[src/rtl/fantasticfft_fftn.sv]
// Iterative in-place radix-2 DIT FFT: loads one frame in bit-reversed order, runs
// log2(N) stages on a single time-shared butterfly, then streams bins out in order.
module fantasticfft_fftn #(
    parameter int N        = 8,
    parameter int WIDTH    = 16,
    parameter int FRAC     = 8,
    parameter int TW_WIDTH = 16,
    parameter int SCALE    = 1
) (
    input  logic             clk,
    input  logic             rst_n,
    input  logic             in_valid,
    output logic             in_ready,
    input  logic [WIDTH-1:0] in_re,
    input  logic [WIDTH-1:0] in_im,
    output logic             out_valid,
    input  logic             out_ready,
    output logic [WIDTH-1:0] out_re,
    output logic [WIDTH-1:0] out_im,
    output logic             out_last,
    output logic             busy
);
    localparam int LOG2N = $clog2(N);
    localparam int SW    = $clog2(LOG2N);
    localparam logic signed [WIDTH+1:0] SAT_HI = (WIDTH+2)'(2 ** (WIDTH - 1) - 1);
    localparam logic signed [WIDTH+1:0] SAT_LO = -(WIDTH+2)'(2 ** (WIDTH - 1));

    if ((N < 8) || (N > 256) || ((1 << LOG2N) != N) || (FRAC >= WIDTH)) begin : g_bad_param
        $error("fantasticfft_fftn: unsupported N/FRAC combination");
    end

    typedef enum logic [1:0] {S_LOAD, S_COMPUTE, S_UNLOAD} state_t;
    state_t state, state_nx;

    logic [LOG2N-1:0] idx;
    logic [LOG2N-2:0] bfly;
    logic [SW-1:0]    stage;

    logic signed [WIDTH-1:0]    mem_re [N];
    logic signed [WIDTH-1:0]    mem_im [N];
    logic signed [TW_WIDTH-1:0] tw_re  [N/2];
    logic signed [TW_WIDTH-1:0] tw_im  [N/2];

    // W^k = exp(-j*2*pi*k/N), rounded to nearest, 1.0 = 2^(TW_WIDTH-2).
    function automatic logic signed [TW_WIDTH-1:0] tw_val(input int k, input bit imag);
        real ang, v;
        ang = -2.0 * 3.14159265358979323846 * k / N;
        v   = (imag ? $sin(ang) : $cos(ang)) * (2.0 ** (TW_WIDTH - 2));
        if (v >= 0.0) return TW_WIDTH'($rtoi(v + 0.5));
        else          return TW_WIDTH'(-$rtoi(-v + 0.5));
    endfunction

    for (genvar g = 0; g < N/2; g++) begin : g_tw
        localparam logic signed [TW_WIDTH-1:0] TRE = tw_val(g, 1'b0);
        localparam logic signed [TW_WIDTH-1:0] TIM = tw_val(g, 1'b1);
        assign tw_re[g] = TRE;
        assign tw_im[g] = TIM;
    end

    function automatic logic [LOG2N-1:0] bitrev(input logic [LOG2N-1:0] v);
        logic [LOG2N-1:0] r;
        for (int i = 0; i < LOG2N; i++) r[i] = v[LOG2N-1-i];
        return r;
    endfunction

    function automatic logic signed [WIDTH-1:0] fit(input logic signed [WIDTH+1:0] v);
        if (SCALE != 0)   return WIDTH'(v >>> 1);
        else if (v > SAT_HI) return WIDTH'(SAT_HI);
        else if (v < SAT_LO) return WIDTH'(SAT_LO);
        else              return WIDTH'(v);
    endfunction

    // Butterfly addressing: j splits into group (upper bits) and position in group.
    logic [LOG2N-2:0] pos, grp;
    logic [LOG2N-1:0] addr_a, addr_b;
    logic [LOG2N-2:0] tw_idx;
    always_comb begin
        pos    = bfly & (LOG2N-1)'((1 << stage) - 1);
        grp    = bfly >> stage;
        addr_a = (LOG2N'(grp) << (stage + 1)) | LOG2N'(pos);
        addr_b = addr_a | (LOG2N'(1) << stage);
        tw_idx = (LOG2N-1)'(pos << (LOG2N - 1 - stage));
    end

    logic signed [WIDTH-1:0]          ar, ai, br, bi;
    logic signed [TW_WIDTH-1:0]       wr, wi;
    logic signed [WIDTH+TW_WIDTH:0]   pr, pim;
    logic signed [WIDTH+1:0]          tr, ti;
    logic signed [WIDTH-1:0]          na_re, na_im, nb_re, nb_im;
    always_comb begin
        ar    = mem_re[addr_a];
        ai    = mem_im[addr_a];
        br    = mem_re[addr_b];
        bi    = mem_im[addr_b];
        wr    = tw_re[tw_idx];
        wi    = tw_im[tw_idx];
        pr    = br * wr - bi * wi;
        pim   = br * wi + bi * wr;
        tr    = (WIDTH+2)'(pr >>> (TW_WIDTH - 2));
        ti    = (WIDTH+2)'(pim >>> (TW_WIDTH - 2));
        na_re = fit(ar + tr);
        na_im = fit(ai + ti);
        nb_re = fit(ar - tr);
        nb_im = fit(ai - ti);
    end

    always_ff @(posedge clk) begin
        if (state == S_LOAD && in_valid) begin
            mem_re[bitrev(idx)] <= in_re;
            mem_im[bitrev(idx)] <= in_im;
        end else if (state == S_COMPUTE) begin
            mem_re[addr_a] <= na_re;
            mem_im[addr_a] <= na_im;
            mem_re[addr_b] <= nb_re;
            mem_im[addr_b] <= nb_im;
        end
    end

    // idx wraps to zero at the end of LOAD, so UNLOAD starts at bin 0 for free.
    always_ff @(posedge clk or negedge rst_n) begin
        if (!rst_n) begin
            idx   <= '0;
            bfly  <= '0;
            stage <= '0;
        end else begin
            case (state)
                S_LOAD:    if (in_valid) idx <= idx + 1'b1;
                S_COMPUTE: begin
                    if (bfly == '1) begin
                        bfly  <= '0;
                        stage <= (stage == SW'(LOG2N - 1)) ? '0 : stage + 1'b1;
                    end else begin
                        bfly <= bfly + 1'b1;
                    end
                end
                S_UNLOAD:  if (out_ready) idx <= idx + 1'b1;
                default:   ;
            endcase
        end
    end

    always_ff @(posedge clk or negedge rst_n) begin
        if (!rst_n) state <= S_LOAD;
        else        state <= state_nx;
    end

    always_comb begin
        state_nx = state;
        case (state)
            S_LOAD:    if (in_valid && idx == LOG2N'(N - 1)) state_nx = S_COMPUTE;
            S_COMPUTE: if (bfly == '1 && stage == SW'(LOG2N - 1)) state_nx = S_UNLOAD;
            S_UNLOAD:  if (out_ready && idx == LOG2N'(N - 1)) state_nx = S_LOAD;
            default:   state_nx = S_LOAD;
        endcase
    end

    // Valid/ready: a sample or bin moves on any rising edge where both are high.
    always_comb begin
        in_ready  = (state == S_LOAD);
        busy      = (state != S_LOAD);
        out_valid = (state == S_UNLOAD);
        out_last  = out_valid && (idx == LOG2N'(N - 1));
        out_re    = out_valid ? mem_re[idx] : '0;
        out_im    = out_valid ? mem_im[idx] : '0;
    end
endmodule

[config.mk]
export PLATFORM = sky130hd
export DESIGN_NAME = fantasticfft_fftn
export DESIGN_NICKNAME = d
export VERILOG_FILES = /design/src/rtl/fantasticfft_fftn.sv
export SDC_FILE = /design/constraint.sdc
export NUM_CORES = 2
export LEC_CHECK = 0
export ABC_AREA = 0
export ABC_CLOCK_PERIOD_IN_PS = 13300
export BUFFER_PORTS_ARGS = -buffer_cell sky130_fd_sc_hd__buf_4
export CELL_PAD_IN_SITES_DETAIL_PLACEMENT = 0
export CELL_PAD_IN_SITES_GLOBAL_PLACEMENT = 1
export CORE_MARGIN = 2
export CORE_UTILIZATION = 45
export CTS_BUF_LIST = sky130_fd_sc_hd__clkbuf_16
export DETAILED_ROUTE_END_ITERATION = 7
export PLACE_DENSITY = 0.87
export REMOVE_ABC_BUFFERS = 1
export SYNTH_ARGS = -nofsm -noshare
export SYNTH_HDL_FRONTEND = slang
export SYNTH_SLANG_ARGS = --single-unit
[constraint.sdc]
create_clock -name clk -period 13.3 [get_ports clk]
set_clock_uncertainty 0.1 [all_clocks]
set_input_delay 3.99 -clock clk [delete_from_list [all_inputs] [get_ports clk]]
set_output_delay 3.99 -clock clk [all_outputs]
set_load 0.03 [all_outputs]
==> results.toml <==
[cts]
cts_max_path_buffers = 3
cts_tree = "built"
numClockSinks = 265
clk_pin_slew_ns = 0.07
clkLatencyLatePin_ns = 0.56
cts-htree-levels = 1
root_buffer = "clkbuf_16"
numCtsBuffers = 26

[sta]
hold_viol = 0
setup_viol = 0
slew_viol_final = 0
fmax_ghz = 0.0782
slew_headroom_pct = 19.8
tns_ns = 0
fin_crit_ns = 12.78
final.period_utilization_pct = 96.1
tightest_slew_ns = 1.19

[drt]
routed_wl_mm = 159
route.detailed.drc = 0
ant_nets = 0
drtIter0Drc = 3902
routed-via-count = 39300
viasPerCell = 5.55
first_pass_iters = 6
wire_per_inst_um = 22.4

[floorplanning]
die_x_um = 338
placementRows = 122
die-area_um2 = 114000
initial_core_util_pct = 45.4
die_h_um = 338
core_area_um2 = 111000
io_pins = 72

[global_routing]
overflow = 0
grt_pass1_vias = 40800
grt_use_met2_pct = 46.4
grt-busiest-layer = "met2"
grt_usage_pct = 27.8
use_met1_pct = 36.2
grt_max_degree = 85
grt_use_met3_pct = 3.47
grt_pass1_wl_mm = 243
antenna_found_initial = 1

[placement]
post-place-cells = 7031
dpl.hpwl_mm = 124
numPortBuffers = 71
gp_congestion = 0.948

[worst_setup_path]
critPathSlowestCell = "fa_1"
crit_arrival_ns = 12.97
worstPathMaxFanout = 20
cp-end-kind = "flop"
crit_required_ns = 13.48
crit_path_start_kind = "flop"
crit_path_max_incr_delay_ns = 0.57
worstSetupPathType = "flop to flop"

[synthesis]
yosysSeqAreaShare_pct = 15.7
yosys_warnings = 0
syn_area_um2 = 50300
synth.avg_cell_area_um2 = 9.23
synth.distinct_cells = 89
synth.top_cell.area_share_pct = 33.0
yosysMostFrequentCell = "inv_1"
synth_cells = 5452
ys.flop_type = "edfxtp_1"
ys_async_sr_fraction_pct = 3.40
synth_edf_count = 256
yosys.area.top_type = "fa_1"
synth_common_cells = "inv_1 (1202), fa_1 (830), nand2_1 (651)"
synth.area.top_cells = "fa_1 (33%), edfxtp_1 (15%), ha_1 (11%)"
synth.ff_latch_count = 265

[hold_path]
hp-class = "flop to flop"

[cells_and_area]
final_nets = 6909
area_growth_pct = 9.47
drive_gt1_share_pct = 9.85
finalNonFillerCells = 7092
antenna_cells = 0
n_fill_cell = 10300

[status]
status = "finished clean"

[flow_run]
maxCapViolations = 0
[sequential cells by signal (all words and copies together) (netlist names)]
register	count
mem_re	128
stage	2
state	2
mem_im	128
bfly	2
idx	3
[area by class of cell]
class | count | area, um2 | area share (%)
multi-input cells | 3766 | 37500 | 68.0
well taps | 1488 | 1860 | 3.38
clock inverters | 21 | 105 | 0.191
repair buffers | 319 | 2510 | 4.56
clock buffers | 27 | 676 | 1.23
inverters | 1206 | 4540 | 8.25
flip-flops and latches | 265 | 7920 | 14.4
[layer usage]
layer	wire length, um	vias to the layer above	share of wire (%)
li1	-	17500	-
met1	61100	19600	38
met2	76200	1871	48
met3	13400	384	8.4
met4	8180	0	5.1
met5	0	-	0
[worst paths after layout]
| check | from | to | cells past startpoint | slack (ns) |
|---|---|---|---|---|
| setup reg to reg | stage[1]$_DFFE_PN0P_ | mem_im[5][15]$_DFFE_PP_ | 50 | 0.52 |
| hold / removal | state[1]$_DFFE_PN0P_ | state[0]$_DFFE_PN0P_ | 1 | 0.49 |
| max in group asynchronous | rst_n | idx[0]$_DFFE_PN0P_ | 1 | 9.69 |
| hold reg to reg | state[1]$_DFFE_PN0P_ | state[0]$_DFFE_PN0P_ | 1 | 0.49 |
| setup / recovery | stage[1]$_DFFE_PN0P_ | mem_im[5][15]$_DFFE_PP_ | 50 | 0.52 |
| min in group asynchronous | rst_n | idx[2]$_DFFE_PN0P_ | 1 | 3.19 |
[cell usage in the layout (no fill, tap or decap), drive strengths merged, types with 31 or more instances in the layout]
| cell type | n |
|---|---|
| a21o | 34 |
| a21oi | 271 |
| and3 | 33 |
| buf | 317 |
| edfxtp | 256 |
| fa | 830 |
| ha | 459 |
| inv | 1206 |
| mux2i | 119 |
| mux4 | 64 |
| nand2 | 651 |
| nand2b | 87 |
| nand3 | 274 |
| nor2 | 322 |
| nor3 | 38 |
| o21ai | 103 |
| or2 | 31 |
| xnor2 | 133 |
[critical path: cells and delay by family, from the launching register on]
kind / cells / cell delay, ns
buffers and inverters: 12 / 1.47
and+or+nand+nor: 2 / 0.31
xor gates and xnor gates: 2 / 0.35
DFF: 1 / 0.44
muxes: 1 / 0.14
AOI/OAI and AO/OA: 22 / 5.05
adders and majority gates: 11 / 4.58
[through the flow]
step,hold WS (ns),worst slack (ns),instance area [um2],util [%]
after global placement,0.459,0.486,54000,48.8
final,0.486,0.518,55100,49.7
after detailed placement,0.471,0.226,54000,48.8
after CTS,0.487,0.235,54800,49.5
after global routing,0.518,-0.102,55100,49.7
after floorplan,0.394,-6.05,49500,-
[cells by family (layout without fill, tap and decap cells)]
logic type	after synthesis	count (layout)	share of synthesized area, %
flops	265	265	15.7
xor+xnor	165	165	2.97
fa+ha+maj	1289	1289	44.4
buf+inv	1422	1573	10.6
compound gates	593	593	7.36
simple gates	1526	1527	13.4
mux	192	192	5.44
[repair_timing]
action / in CTS / in global routing
hold buffers: 0 / 0
gates resized for setup: 0 / 35
buffers inserted: 0 / 8
setup endpoints to repair: 0 / 122
Power is not shown: default switching activity piles up to over one toggle a cycle in this logic, so the estimate is an artifact.
